$ cat src/rtl/coproc_host_pkg.sv
`default_nettype none
// ============================================================================
// Module      : coproc_host_pkg
// Description : Shared opcodes, bus request codes, FSM states and latencies
//               for the coprocessor host slice.
// Revision    : 1.0
// ============================================================================
package coproc_host_pkg;

    localparam logic [3:0] OP_ADDI  = 4'd1;
    localparam logic [3:0] OP_ADD   = 4'd2;

    localparam logic [3:0] REQ_NEXT = 4'b0011;
    localparam logic [3:0] REQ_DATA = 4'b0001;

    localparam int DEF_LAT_ADDI = 6;
    localparam int DEF_LAT_ADD  = 7;

    typedef enum logic [1:0] {
        IDLE = 2'd0,
        SYNC = 2'd1,
        RUN  = 2'd2
    } state_t;

    function automatic logic is_supported(input logic [3:0] op);
        return (op == OP_ADDI) || (op == OP_ADD);
    endfunction

endpackage
`default_nettype wire

$ cat src/rtl/coproc_regfile.sv
`default_nettype none
// ============================================================================
// Module      : coproc_regfile
// Description : 4x4-bit register file, one write port, a host read port and
//               an operand read port for the coprocessor bus.
// Revision    : 1.0
// ============================================================================
module coproc_regfile
    import coproc_host_pkg::*;
(
    input  logic       clk,
    input  logic       rst_n,
    input  logic       wr_en,
    input  logic [1:0] wr_addr,
    input  logic [3:0] wr_data,
    input  logic [1:0] rd_addr,
    output logic [3:0] rd_data,
    input  logic [1:0] op_addr,
    output logic [3:0] op_data
);

    logic [3:0] r_mem [0:3];

    always_ff @(posedge clk) begin
        if (!rst_n) begin
            for (int i = 0; i < 4; i++) begin
                r_mem[i] <= 4'd0;
            end
        end else if (wr_en) begin
            r_mem[wr_addr] <= wr_data;
        end
    end

    // Reads see the pre-write contents during a write cycle.
    assign rd_data = r_mem[rd_addr];
    assign op_data = r_mem[op_addr];

endmodule
`default_nettype wire

$ cat src/rtl/coproc_host.sv
`default_nettype none
// ============================================================================
// Module      : coproc_host
// Description : Issues ADDI/ADD to an external coprocessor, serves operands
//               over its request bus and captures the result after a fixed
//               latency.
// Revision    : 1.0
// ============================================================================
module coproc_host
    import coproc_host_pkg::*;
#(
    parameter int LAT_ADDI = DEF_LAT_ADDI,
    parameter int LAT_ADD  = DEF_LAT_ADD
) (
    input  logic       clk,
    input  logic       rst_n,
    input  logic       instr_valid,
    output logic       instr_ready,
    input  logic [3:0] instr_op,
    input  logic [3:0] instr_imm,
    input  logic [1:0] instr_rd,
    input  logic [1:0] instr_rs1,
    input  logic [1:0] instr_rs2,
    output logic       resp_valid,
    output logic       resp_err,
    output logic [3:0] resp_data,
    output logic       resp_carry,
    input  logic       wr_en,
    input  logic [1:0] wr_addr,
    input  logic [3:0] wr_data,
    input  logic [1:0] rd_addr,
    output logic [3:0] rd_data,
    output logic       cp_rst_n,
    output logic [3:0] cp_opcode,
    output logic [3:0] cp_imm,
    input  logic [3:0] cp_bus_req,
    input  logic [3:0] cp_bus_in,
    output logic [3:0] cp_bus_out,
    output logic       cp_bus_oe,
    output logic       cp_oe_n,
    input  logic       cp_carry
);

    // Capture happens on the edge where the counter would reach the latency.
    localparam logic [3:0] c_addi_last = 4'(LAT_ADDI - 1);
    localparam logic [3:0] c_add_last  = 4'(LAT_ADD - 1);

    state_t     r_state;
    state_t     w_state_next;

    logic       w_accept;
    logic       w_start;
    logic       w_capture;
    logic       w_rf_we;
    logic [1:0] w_rf_addr;
    logic [3:0] w_rf_data;
    logic [1:0] w_op_addr;
    logic [3:0] w_op_data;

    logic [3:0] r_op;
    logic [3:0] r_imm;
    logic [1:0] r_rd;
    logic [1:0] r_rs1;
    logic [1:0] r_rs2;
    logic       r_idx;
    logic [3:0] r_cnt;
    logic       r_carry;
    logic       r_cp_rst_n;
    logic [3:0] r_cp_opcode;
    logic       r_resp_valid;
    logic       r_resp_err;
    logic [3:0] r_resp_data;

    assign instr_ready = (r_state == IDLE);
    assign w_accept    = instr_valid && instr_ready;
    assign w_start     = w_accept && is_supported(instr_op);
    assign w_capture   = (r_state == RUN) &&
                         (r_cnt == ((r_op == OP_ADD) ? c_add_last : c_addi_last));

    always_ff @(posedge clk) begin
        if (!rst_n) begin
            r_state <= IDLE;
        end else begin
            r_state <= w_state_next;
        end
    end

    always_comb begin
        w_state_next = r_state;
        case (r_state)
            IDLE:    if (w_start)   w_state_next = SYNC;
            SYNC:                   w_state_next = RUN;
            RUN:     if (w_capture) w_state_next = IDLE;
            default:                w_state_next = IDLE;
        endcase
    end

    always_ff @(posedge clk) begin
        if (!rst_n) begin
            r_op         <= 4'd0;
            r_imm        <= 4'd0;
            r_rd         <= 2'd0;
            r_rs1        <= 2'd0;
            r_rs2        <= 2'd0;
            r_idx        <= 1'b0;
            r_cnt        <= 4'd0;
            r_carry      <= 1'b0;
            r_cp_rst_n   <= 1'b1;
            r_cp_opcode  <= 4'd0;
            r_resp_valid <= 1'b0;
            r_resp_err   <= 1'b0;
            r_resp_data  <= 4'd0;
        end else begin
            r_resp_valid <= 1'b0;
            r_cp_rst_n   <= (w_state_next != SYNC);

            if (w_accept) begin
                r_op  <= instr_op;
                r_imm <= instr_imm;
                r_rd  <= instr_rd;
                r_rs1 <= instr_rs1;
                r_rs2 <= instr_rs2;
                r_idx <= 1'b0;
            end

            if (w_accept && !w_start) begin
                r_resp_valid <= 1'b1;
                r_resp_err   <= 1'b1;
            end

            if (r_state == SYNC) begin
                r_cnt       <= 4'd0;
                r_cp_opcode <= r_op;
            end else if (r_state == RUN) begin
                r_cnt <= r_cnt + 4'd1;
                if (cp_bus_req == REQ_NEXT) begin
                    r_idx <= 1'b1;
                end
                if (w_capture) begin
                    r_cp_opcode  <= 4'd0;
                    r_carry      <= cp_carry;
                    r_resp_data  <= cp_bus_in;
                    r_resp_err   <= 1'b0;
                    r_resp_valid <= 1'b1;
                end
            end
        end
    end

    // Host writes and result capture never coincide: one needs IDLE, the other RUN.
    assign w_rf_we   = w_capture || (wr_en && instr_ready && !w_accept);
    assign w_rf_addr = w_capture ? r_rd : wr_addr;
    assign w_rf_data = w_capture ? cp_bus_in : wr_data;

    // ADD serves rs2 first, then rs1 once the coprocessor has asked for the next operand.
    assign w_op_addr = (!r_idx && (r_op == OP_ADD)) ? r_rs2 : r_rs1;

    coproc_regfile u_regfile (
        .clk     (clk),
        .rst_n   (rst_n),
        .wr_en   (w_rf_we),
        .wr_addr (w_rf_addr),
        .wr_data (w_rf_data),
        .rd_addr (rd_addr),
        .rd_data (rd_data),
        .op_addr (w_op_addr),
        .op_data (w_op_data)
    );

    assign cp_rst_n   = r_cp_rst_n;
    assign cp_opcode  = r_cp_opcode;
    assign cp_imm     = (r_cp_opcode != 4'd0) ? r_imm : 4'd0;
    assign cp_oe_n    = (r_state != RUN);
    assign cp_bus_oe  = (r_state == RUN) && (cp_bus_req == REQ_DATA);
    assign cp_bus_out = cp_bus_oe ? w_op_data : 4'd0;

    assign resp_valid = r_resp_valid;
    assign resp_err   = r_resp_err;
    assign resp_data  = r_resp_data;
    assign resp_carry = r_carry;

endmodule
`default_nettype wire

$ cat config.mk
export PLATFORM = sky130hd
export DESIGN_NAME = coproc_host
export DESIGN_NICKNAME = d
export VERILOG_FILES = /design/src/rtl/coproc_host_pkg.sv /design/src/rtl/coproc_regfile.sv /design/src/rtl/coproc_host.sv
export SDC_FILE = /design/constraint.sdc
export NUM_CORES = 1
export LEC_CHECK = 0
export ABC_CLOCK_PERIOD_IN_PS = 2340
export BUFFER_PORTS_ARGS = -buffer_cell sky130_fd_sc_hd__clkbuf_2
export CAP_MARGIN = 40
export CORE_UTILIZATION = 30
export CTS_CLUSTER_SIZE = 25
export DETAILED_ROUTE_END_ITERATION = 10
export PLACE_DENSITY = 0.56
export SETUP_SLACK_MARGIN = 0.5
export SYNTH_ARGS = -nofsm -noshare
export SYNTH_HDL_FRONTEND = slang
export SYNTH_SLANG_ARGS = --single-unit
$ cat constraint.sdc
create_clock -name clk -period 2.34 [get_ports clk]
set_clock_uncertainty 0.15 [all_clocks]
set_input_delay 0.117 -clock clk [delete_from_list [all_inputs] [get_ports clk]]
set_output_delay 0.117 -clock clk [all_outputs]
set_load 0.01 [all_outputs]
### Word level (Yosys, flattened, before mapping)

Memory sizes are Yosys's and may differ from the RTL's.
Index checks and enable logic that the tools add are counted.
W data, S select, Z words.

| word-level totals | value |
|---|---|
| bits in registers | 33 |
| bits in writable memories | 16 |
| input port bits | 35 |
| memories | 1 |

Memory list:

| memory | words | width | read ports | clocked after Yosys merged registers in | write ports | RTL line | source |
|---|---|---|---|---|---|---|---|
| u_regfile.r_mem | 4 | 4 | 2 | 0 | 4 | coproc_regfile.sv:22 | `logic [3:0] r_mem [0:3];` |

| operators by class | value |
|---|---|
| add/sub/neg operators | 1 |
| equality and inequality tests | 10 |
| mux-type cells | 31 |
| bitwise operators | 2 |
| reduce and logical (&&, ||, !) cells | 21 |

Operators by type and width:

| cell | number |
|---|---|
| $mux W4 | 7 |
| $mux W1 | 17 |
| $eq A4 B2 Y1 const B | 3 |
| $mux W2 | 6 |
| $eq A4 B1 Y1 const B | 2 |
| $logic_and A1 B1 Y1 | 8 |
| $pmux W2 S3 | 1 |
| $add A4 B1 Y4 const B | 1 |
| $eq A4 B3 Y1 | 1 |
| $reduce_bool A2 Y1 | 2 |
| $reduce_bool A4 Y1 | 1 |
| $reduce_or A4 Y1 | 1 |
| $logic_not A1 Y1 | 3 |
| $reduce_and A3 Y1 | 1 |
| $eq A2 B1 Y1 const B | 1 |
| $eq A2 B2 Y1 const B | 1 |
| $logic_not A2 Y1 | 1 |
| $logic_or A1 B1 Y1 | 2 |
| $ne A2 B1 Y1 const B | 1 |
| $ne A2 B2 Y1 const B | 1 |
| $not A1 Y1 | 2 |
| $reduce_and A2 Y1 | 1 |
| $reduce_or A2 Y1 | 1 |

### Longest topological paths before layout

Gate-level depths: netlist (run 1).

| logic depth | value |
|---|---|
| depth in word-level cells | 10 |
| mapped depth | 7 |
| depth with buffers taken out | 6 |

### By module

A second synthesis (run 1) with hierarchy kept.

| second synthesis, totals | value |
|---|---|
| cell total of the unflattened synthesis | 238 |
| area, all modules | 2492.4 um^2 |

By module, submodules not included:

| module | instances | cells each | area each (um^2) | sequential area each (um^2) |
|---|---|---|---|---|
| coproc_host | 1 | 186 | 1624.1 | 660.6 |
| coproc_regfile | 1 | 52 | 868.3 | 480.5 |

### Worst setup path after synthesis (run 1)

Ideal clock, no wire load.

| path | value |
|---|---|
| kind | reg2reg |
| from | register r_op[3] |
| to | memory u_regfile.r_mem[0][0] (enable) |
| setup time | 345 ps |
| arrival | 1886 ps |
| path slack | -41 ps |
| cell stages (with the launch flop) | 6 |
| buffers on the path | 1 |
| clock period less this slack | 2381 ps |
| cell sequence | dfxtp_1 or4b_1 buf_6 mux2i_4 or4_1 o211ai_1 |

RTL lines:

| element | RTL line | source |
|---|---|---|
| start: declaration | coproc_host.sv:60 | `logic [3:0] r_op;` |
| start signal: assignment | coproc_host.sv:118 | `r_op <= instr_op;` |
| end: declaration | coproc_regfile.sv:22 |  |

==> flow_summary.json, run 1 <==
{
  "layout-drive-gt1-share": 0.3537,
  "synthSimpleGateAreaFrac": 0.2492,
  "yosys_register_bits": 49,
  "grt_max_degree": 27,
  "power.share.clock": 0.309,
  "whs_path_depth": 4,
  "p_seq_frac": 0.511,
  "cts_root_buffer": "clkbuf_8",
  "die_height_um": 98.55,
  "die_area_um2": 9711,
  "fmax_ghz": 0.4364,
  "area_delta_synth_final_pct": 41.25,
  "synth_fa_ha_area_frac": 0.02237,
  "nets": 449,
  "track_usage": 0.1634,
  "cts_tree": "built",
  "power_switching_mw": 0.4736,
  "finalWirelength_mm": 7.430,
  "first_pass_iters": 6,
  "synth_top_family_by_area": "simple AND/OR/NAND/NOR gates",
  "async_flop_share": 0,
  "critPathRequiredTime_ns": 2.14,
  "timing.rr.end": "u_regfile.r_mem[0][0]$_SDFFCE_PN0P_",
  "slew_headroom": 0.6175,
  "synth_edf_count": 16,
  "hold_start": "cp_bus_req[1]",
  "pin_count": 62,
  "wl_per_cell_um": 14.34,
  "total_power_mw": 1.860,
  "synthMuxAreaShare": 0.06577,
  "drtIter0Drc": 115,
  "remaining_drc_errors": 0,
  "cts_made_buffers": 5,
  "synthCells": 308,
  "hold_violations": 0,
  "num_antenna_cells": 0,
  "portBuffers": 61,
  "path_max_fanout": 6,
  "final_cells": 518,
  "placedCellCount": 480,
  "global_route.overflow_total": 0,
  "first_global_vias": 2587,
  "critical_path_arrival_ns": 2.09,
  "htreeDepth": 2,
  "vias_per_cell": 4.990,
  "worstSetupEndpointType": "flop",
  "synthesis.nets": 348,
  "setup_viol": 0,
  "die_x_um": 98.55,
  "initial_core_util": 0.3145,
  "drv_slew": 0,
  "synth_compound_area_frac": 0.2036,
  "antenna_found_initial": 0,
  "combPwrFrac": 0.180,
  "gp_congestion": 0.7970,
  "yosysSeqAreaShare": 0.4081,
  "r2r_start": "r_op[2]$_SDFFE_PN0P_",
  "clkTransAtPathRegs_ns": 0.09,
  "outcome": "complete, no violations",
  "hold_end": "r_idx$_SDFF_PN0_",
  "critPathKind": "flop to flop",
  "ir_worst_vdd_mv": 0.2174,
  "synth_area_per_cell_um2": 9.079,
  "timing.final.crit_share": 0.9792,
  "cts.sinks": 49,
  "hpwl_mm": 5.564,
  "rsz0062_at_grt": "true",
  "pwr_density_cell_nw_per_um2": 470.8,
  "rr_worst_depth": 4,
  "yosys_warnings": 0,
  "cts_max_path_buffers": 2,
  "p_int_mw": 1.386,
  "vias": 2585,
  "grt_pass1_wl_mm": 12.50,
  "p_leak_nw": 1.541,
  "start_kind": "flop",
  "coreArea_um2": 8891,
  "swShare": 0.2546,
  "synth_area_um2": 2796,
  "r2r_slack_ns": 0.05,
  "tightest_slew_ns": 0.5737,
  "min_period_ns": 2.291,
  "netlist-cell-type-count": 47,
  "clock_latency_ns": 0.29,
  "hold_path.class": "input port to flop",
  "row_count": 34,
  "synth_xor_area_frac": 0.01253,
  "synthFlopType": "dfxtp_1",
  "maxCapViolCount": 0,
  "ant_nets": 0
}
cell usage in the layout (no fill, tap or decap), types with 3 or more instances in the layout:
cell	count
o2111ai_4	4
a22oi_2	4
a211oi_1	8
o21ai_0	6
a22oi_1	16
dlygate4sd3_1	19
edfxtp_1	16
mux4_2	4
buf_4	26
clkbuf_2	57
nor2_1	18
or3_4	4
inv_1	4
nand3_1	5
o211ai_1	3
a31oi_1	6
dfxtp_1	27
nand2b_1	17
mux2i_1	6
clkbuf_8	6
dfxtp_2	5
ha_1	3
and3_1	5
nor2b_1	6
buf_6	5
a21boi_0	14
buf_2	4
xor2_1	3
nand2_1	63
critical path, cell delays in order (launching register included):
cell	delay [ns]
dfxtp_2	0.33
or4b_4	0.57
mux2i_4	0.24
or4_4	0.43
o211ai_1	0.23
power by group through the flow:
stage | Clock [mW] | Sequential (mW) | Combinational [mW]
finish | 0.574 | 0.950 | 0.336
global route | 0.631 | 0.956 | 0.373
CTS | 0.600 | 0.950 | 0.321
detailed placement | 0 | 0.968 | 0.272
global placement | 0 | 0.967 | 0.269
floorplan | 0 | 0.957 | 0.168
sequential cells by signal (all words and copies together) (netlist names):
signal,cells
r_op,4
r_cnt,4
r_rs2,2
r_imm,4
resp_data,4
cp_opcode,4
r_idx,1
u_regfile.r_mem,16
resp_carry,1
r_state,2
resp_valid,1
r_rd,2
r_rs1,2
resp_err,1
cp_rst_n,1
cell usage after synthesis (all sizes together) (2+ instances only):
cell,count,share of area
a21boi,15,0.040
o21ai,10,0.018
or3,4,0.0089
and4bb,2,0.0089
inv,6,0.0081
nand2b,17,0.038
a21oi,2,0.0036
nor3,2,0.0054
o2111ai,4,0.021
nand4,2,0.0045
nand4b,2,0.0063
and3,5,0.011
or4,2,0.0054
mux4,4,0.032
a31oi,6,0.013
a211oi,8,0.021
nand3b,2,0.0054
mux2i,7,0.030
a22oi,20,0.054
buf,4,0.012
nand3,5,0.0089
xor2,3,0.0094
o22ai,4,0.0089
nor2,19,0.026
nand2,63,0.085
o211ai,3,0.0081
nor2b,6,0.013
clkbuf,14,0.019
edfxtp,16,0.17
and2,2,0.0045
dfxtp,33,0.24
ha,5,0.022
cell families (layout without fill, tap and decap cells):
| logic type | Yosys count | after routing |
|---|---|---|
| AND/OR/NAND/NOR | 138 | 138 |
| AO/OA/AOI/OAI | 76 | 76 |
| flip-flops | 49 | 49 |
| buffers and inverters | 24 | 126 |
| multiplexers | 12 | 12 |
| adder cells (fa/ha/maj) | 5 | 5 |
| XOR/XNOR | 4 | 4 |
layout make-up:
cell class                      instances  area (um2)
Tap cell                              108       135.1
Multi-Input combinational cell        235        1763
Inverter                                6       22.52
Sequential cell                        49        1151
Clock buffer                            8       111.4
Fill cell                             877        4941
Timing Repair Buffer                  112       767.0
what timing repair did:
item,4_1_cts,5_1_grt
pin swaps,4,3
hold buffers,19,0
buffers inserted,4,7
hold endpoints to repair,19,0
resized for setup,26,20
setup endpoints to repair,55,64
stage by stage:
stage          instance area [um2]  TNS [ns]  utilization  hold WS [ns]  worst slack (ns)
3_5_place_dp                  3352  -0.02823       0.3770        0.2058         -0.007119
6_report                      3950         0       0.4443       0.06421           0.04858
3_3_place_gp                  3352         0       0.3770        0.1994           0.02550
4_1_cts                       3834         0       0.4312       0.05831           0.04194
5_1_grt                       3950   -0.1760       0.4443       0.07191          -0.03446
2_1_floorplan                 2826         0            -        0.1044           0.01181
per-layer routing:
layer / up-vias / GRT usage / routed length, um
li1: 1323 / - / -
met5: - / 0 / 0
met1: 1202 / 0.2213 / 3540
met3: 10 / 0.02553 / 297
met2: 50 / 0.2671 / 3479
met4: 0 / 0.05396 / 112
worst max-delay path by stage:
stage	cells after the start	to	slack [ns]	from
6_report	4	u_regfile.r_mem[0][0]$_SDFFCE_PN0P_	0.05	r_op[2]$_SDFFE_PN0P_
5_1_grt	6	cp_bus_out[1]	-0.03	r_op[3]$_SDFFE_PN0P_
4_1_cts	6	cp_bus_out[1]	0.04	r_op[2]$_SDFFE_PN0P_
3_5_place_dp	4	u_regfile.r_mem[0][3]$_SDFFCE_PN0P_	-0.007	r_op[2]$_SDFFE_PN0P_
3_3_place_gp	4	u_regfile.r_mem[0][2]$_SDFFCE_PN0P_	0.03	r_op[2]$_SDFFE_PN0P_
2_1_floorplan	5	u_regfile.r_mem[0][0]$_SDFFCE_PN0P_	0.01	r_op[2]$_SDFFE_PN0P_
Power figures use the tool's default switching activity.
==> inputs of run 2 (changes only) <==
--- a/config.mk
+++ b/config.mk
@@ -12,6 +12,7 @@
 export CTS_CLUSTER_SIZE = 25
 export DETAILED_ROUTE_END_ITERATION = 10
 export PLACE_DENSITY = 0.56
+export REMOVE_ABC_BUFFERS = 1
 export SETUP_SLACK_MARGIN = 0.5
 export SYNTH_ARGS = -nofsm -noshare
 export SYNTH_HDL_FRONTEND = slang
==> flow_summary.json, run 2 (synthesis results as in run 1) <==
{
  "outcome": "complete, no violations",
  "pin_count": 62,
  "ir_worst_vdd_mv": 0.2700,
  "timing.rr.end": "u_regfile.r_mem[0][1]$_SDFFCE_PN0P_",
  "slew_headroom": 0.5767,
  "initial_core_util": 0.3145,
  "grt_max_degree": 22,
  "pwr_density_cell_nw_per_um2": 475.8,
  "vias_per_cell": 5.015,
  "timing.final.crit_share": 0.9895,
  "largest_reg_flops": 16,
  "fin_area_um2": 4189,
  "hold_violations": 0,
  "hpwl_mm": 5.456,
  "critPathRequiredTime_ns": 2.21,
  "wl_per_cell_um": 14.82,
  "setup_viol": 0,
  "vias": 2633,
  "max_flop_register": "u_regfile.r_mem",
  "layout-drive-gt1-share": 0.4221,
  "p_int_mw": 1.476,
  "critPathKind": "flop to flop",
  "p_seq_frac": 0.477,
  "finalWirelength_mm": 7.779,
  "clock_latency_ns": 0.31,
  "hold_path.class": "input port to flop",
  "die_area_um2": 9711,
  "nets": 456,
  "drtIter0Drc": 131,
  "setup_slack_ns": 0.02468,
  "clkTransAtPathRegs_ns": 0.10,
  "portBuffers": 61,
  "cts_made_buffers": 5,
  "global_route.overflow_total": 0,
  "first_global_vias": 2601,
  "start_kind": "flop",
  "row_count": 34,
  "hold_end": "r_idx$_SDFF_PN0_",
  "r2r_slack_ns": 0.02,
  "tightest_slew_ns": 0.6350,
  "worstSetupEndpointType": "flop",
  "fmax_ghz": 0.4319,
  "htreeDepth": 2,
  "first_pass_iters": 6,
  "place_ws_ns": 0.003069,
  "ant_nets": 0,
  "remaining_drc_errors": 0,
  "swShare": 0.2593,
  "min_period_ns": 2.315,
  "coreArea_um2": 8891,
  "area_delta_synth_final_pct": 49.80,
  "cts.sinks": 49,
  "p_leak_nw": 1.615,
  "critical_path_arrival_ns": 2.19,
  "path_max_fanout": 4,
  "track_usage": 0.1625,
  "placed_area_um2": 3332,
  "hold_start": "cp_bus_req[1]",
  "cts_max_path_buffers": 2,
  "power_switching_mw": 0.5168,
  "rsz0062_at_grt": "true",
  "total_power_mw": 1.993,
  "whs_path_depth": 4,
  "die_x_um": 98.55,
  "antenna_found_initial": 0,
  "final_common_cell": "nand2_1",
  "cts_tree": "built",
  "power.share.clock": 0.344,
  "gp_congestion": 0.8171,
  "cts_root_buffer": "clkbuf_8",
  "rr_worst_depth": 5,
  "drv_slew": 0,
  "final_cell_mix": "61 x nand2_1, 57 x clkbuf_2, 26 x dfxtp_1, 22 x buf_4, 19 x dlygate4sd3_1",
  "grt_pass1_wl_mm": 12.65,
  "combPwrFrac": 0.179,
  "die_height_um": 98.55,
  "maxCapViolCount": 0,
  "r2r_start": "r_op[2]$_SDFFE_PN0P_",
  "num_antenna_cells": 0
}
==> run 2: repair_timing <==
action / 4_1_cts / 5_1_grt
endpoints found under the hold margin: 19 / 0
hold buffers: 19 / 0
pin swaps: 20 / 20
resized for setup: 46 / 51
setup endpoints to repair: 54 / 70
cloned: 1 / 0
buffers inserted: 10 / 4
==> run 2: stage by stage <==
step                        util  hold slack, ns  setup TNS [ns]  instances
after global placement    0.3748          0.2000               0        483
after CTS                 0.4455         0.04241               0        521
after detailed placement  0.3748          0.2091               0        483
after global routing      0.4712         0.08498        -0.08705        525
final                     0.4712         0.06232               0        525
after floorplan                -         0.08460          -2.275        290
==> run 2: how the worst max path moves through the flow <==
stage	end	from	cells past startpoint	slack, ns
after floorplan	u_regfile.r_mem[1][0]$_SDFFCE_PN0P_	r_op[3]$_SDFFE_PN0P_	4	-0.20
after global placement	u_regfile.r_mem[0][3]$_SDFFCE_PN0P_	r_op[3]$_SDFFE_PN0P_	4	0.03
after detailed placement	u_regfile.r_mem[0][1]$_SDFFCE_PN0P_	r_op[3]$_SDFFE_PN0P_	4	0.003
after CTS	cp_bus_out[1]	r_op[1]$_SDFFE_PN0P_	7	0.03
after global routing	cp_bus_out[1]	r_op[1]$_SDFFE_PN0P_	7	-0.03
final	u_regfile.r_mem[0][1]$_SDFFCE_PN0P_	r_op[2]$_SDFFE_PN0P_	5	0.02
==> run 2: power by group through the flow <==
stage               clock network, mW  registers [mW]  logic, mW
floorplan                           0           0.960      0.146
finish                          0.685           0.952      0.357
global route                    0.726           0.957      0.391
global placement                    0           0.966      0.267
CTS                             0.700           0.949      0.328
detailed placement                  0           0.967      0.269
==> run 2: critical path: stages, from the launching register on <==
cell      delay, ns
dfxtp_2        0.34
or4b_4         0.58
mux2i_4        0.24
or4_4          0.43
o211ai_1       0.12
buf_4          0.17
==> run 2: final cells by class <==
cell class	count	area (um2)
Fill cell	830	4702
Multi-Input combinational cell	235	1883
Sequential cell	49	1152
Timing Repair Buffer	119	859.6
Tap cell	108	135.1
Clock buffer	6	93.84
Clock inverter	2	38.79
Inverter	6	26.28
==> run 2: metal layers <==
| metal | track usage | vias up | wire length (um) |
|---|---|---|---|
| met4 | 0.04018 | 0 | 102 |
| met3 | 0.03546 | 7 | 318 |
| met5 | 0 | - | 0 |
| met1 | 0.2137 | 1237 | 3642 |
| met2 | 0.2719 | 53 | 3715 |
| li1 | - | 1336 | - |
==> inputs of run 3 (changes only) <==
==> constraint.sdc (replaced) <==
create_clock -name clk -period 2.34 [get_ports clk]
set_clock_uncertainty 0.15 [all_clocks]
set_input_delay 0 -clock clk [delete_from_list [all_inputs] [get_ports clk]]
set_output_delay 0 -clock clk [all_outputs]
set_load 0.01 [all_outputs]
==> flow_summary.json, run 3 (synthesis results as in run 1) <==
{
  "pwr_density_cell_nw_per_um2": 467.9,
  "initial_core_util": 0.3145,
  "nets": 455,
  "hold_start": "wr_addr[0]",
  "coreArea_um2": 8891,
  "r2r_start": "r_op[2]$_SDFFE_PN0P_",
  "fillCellCount": 868,
  "regArea_um2": 1146,
  "timing.rr.end": "u_regfile.r_mem[0][1]$_SDFFCE_PN0P_",
  "drv_slew": 0,
  "grt_pass1_wl_mm": 12.51,
  "total_power_mw": 1.913,
  "drtIter0Drc": 91,
  "gp_congestion": 0.8059,
  "hold_path.class": "input port to flop",
  "row_count": 34,
  "first_pass_iters": 6,
  "grt_max_degree": 22,
  "fmax_ghz": 0.4370,
  "rsz0062_at_grt": "true",
  "fin_tns_setup_ns": 0,
  "portBuffers": 61,
  "path_buf_inv": 0,
  "pin_count": 62,
  "outcome": "complete, no violations",
  "remaining_drc_errors": 0,
  "whs_path_depth": 2,
  "htreeDepth": 2,
  "max_flop_register": "u_regfile.r_mem",
  "critPathRequiredTime_ns": 2.14,
  "track_usage": 0.1604,
  "hpwl_mm": 5.428,
  "largest_reg_flops": 16,
  "multiInputGateArea_um2": 1837,
  "timing.final.crit_share": 0.9779,
  "hold_end": "u_regfile.r_mem[2][2]$_SDFFCE_PN0P_",
  "global_route.overflow_total": 0,
  "maxCapViolCount": 0,
  "cts.sinks": 49,
  "setup_viol": 0,
  "slowest_delay_ns": 0.56,
  "cts_tree": "built",
  "startpoint": "r_op[2]$_SDFFE_PN0P_",
  "min_period_ns": 2.288,
  "die_height_um": 98.55,
  "critical_path_arrival_ns": 2.09,
  "antenna_found_initial": 0,
  "die_area_um2": 9711,
  "clkTransAtPathRegs_ns": 0.10,
  "worstSetupEndpointType": "flop",
  "slowest_stage": "or4b_4",
  "vias_per_cell": 4.958,
  "r2r_slack_ns": 0.05,
  "final_cell_mix": "58 x nand2_1, 58 x clkbuf_2, 29 x dfxtp_1, 25 x dlygate4sd3_1, 25 x buf_4",
  "wl_per_cell_um": 14.23,
  "p_leak_nw": 1.570,
  "clock_latency_ns": 0.31,
  "whs_ns": 0.03439,
  "num_antenna_cells": 0,
  "first_global_vias": 2581,
  "path_max_fanout": 5,
  "hold_violations": 0,
  "cpLargestDelayFamily": "simple AND/OR/NAND/NOR gates",
  "layout-drive-gt1-share": 0.3870,
  "cts_made_buffers": 5,
  "tightest_slew_ns": 0.5869,
  "vias": 2598,
  "area_delta_synth_final_pct": 46.22,
  "slew_headroom": 0.6087,
  "start_kind": "flop",
  "ir_worst_vdd_mv": 0.2475,
  "path_cells": "or4b_4 -> mux2i_4 -> or4_4 -> o211ai_1",
  "cts_root_buffer": "clkbuf_8",
  "ant_nets": 0,
  "die_x_um": 98.55,
  "cts_max_path_buffers": 2,
  "rr_worst_depth": 4,
  "finalWirelength_mm": 7.458,
  "critPathKind": "flop to flop"
}
-- run 3: cell count changes in the layout (fill, tap and decap cells not counted), moves of 3 or more --
| cell | change |
|---|---|
| nand2_1 | -3 |
| buf_4 | +3 |
| dlygate4sd3_1 | +6 |
| dfxtp_1 | +3 |
| buf_6 | -10 |
| nand2_2 | +3 |
-- run 3: layout make-up --
cell class | instances | share of cell area
flip-flops and latches | 49 | 0.2803
multi-input cells | 235 | 0.4492
repair buffers | 118 | 0.2041
clock buffers | 5 | 0.01683
clock inverters | 3 | 0.01102
inverters | 6 | 0.005508
well taps | 108 | 0.03305
-- run 3: what timing repair did --
item	CTS	global route
resized for setup	38	33
buffers inserted	6	3
pin swaps	12	14
endpoints found under the hold margin	35	0
cloned	1	0
endpoints found under the setup margin	54	65
hold buffers	25	0
-- run 3: how the worst max path moves through the flow --
| stage | to | cells past startpoint |
|---|---|---|
| 2_1_floorplan | u_regfile.r_mem[1][0]$_SDFFCE_PN0P_ | 4 |
| 3_3_place_gp | u_regfile.r_mem[0][3]$_SDFFCE_PN0P_ | 4 |
| 3_5_place_dp | u_regfile.r_mem[0][3]$_SDFFCE_PN0P_ | 4 |
| 4_1_cts | cp_bus_out[3] | 7 |
| 5_1_grt | u_regfile.r_mem[2][2]$_SDFFCE_PN0P_ | 6 |
| 6_report | u_regfile.r_mem[0][1]$_SDFFCE_PN0P_ | 4 |
-- run 3: per-stage QoR --
| stage | cells | setup WS, ns | util | instance area, um2 |
|---|---|---|---|---|
| 2_1_floorplan | 290 | -0.2042 | - | 2711 |
| 3_3_place_gp | 481 | 0.03810 | 0.3745 | 3329 |
| 3_5_place_dp | 481 | -0.006201 | 0.3745 | 3329 |
| 4_1_cts | 521 | 0.04853 | 0.4426 | 3935 |
| 5_1_grt | 524 | -0.004566 | 0.4599 | 4089 |
| 6_report | 524 | 0.05169 | 0.4599 | 4089 |
-- run 3: metal layers --
layer / GRT usage / routed length [um]
met1: 0.2071 / 3579
met2: 0.2763 / 3508
met3: 0.03191 / 296
met4: 0.03789 / 74
met5: 0 / 0
-- run 3: report_power, final --
group | switching [mW] | total [mW] | internal, mW
Sequential | 0.0344 | 0.950 | 0.915
Clock | 0.299 | 0.620 | 0.321
Combinational | 0.174 | 0.343 | 0.169
Total | 0.508 | 1.91 | 1.40
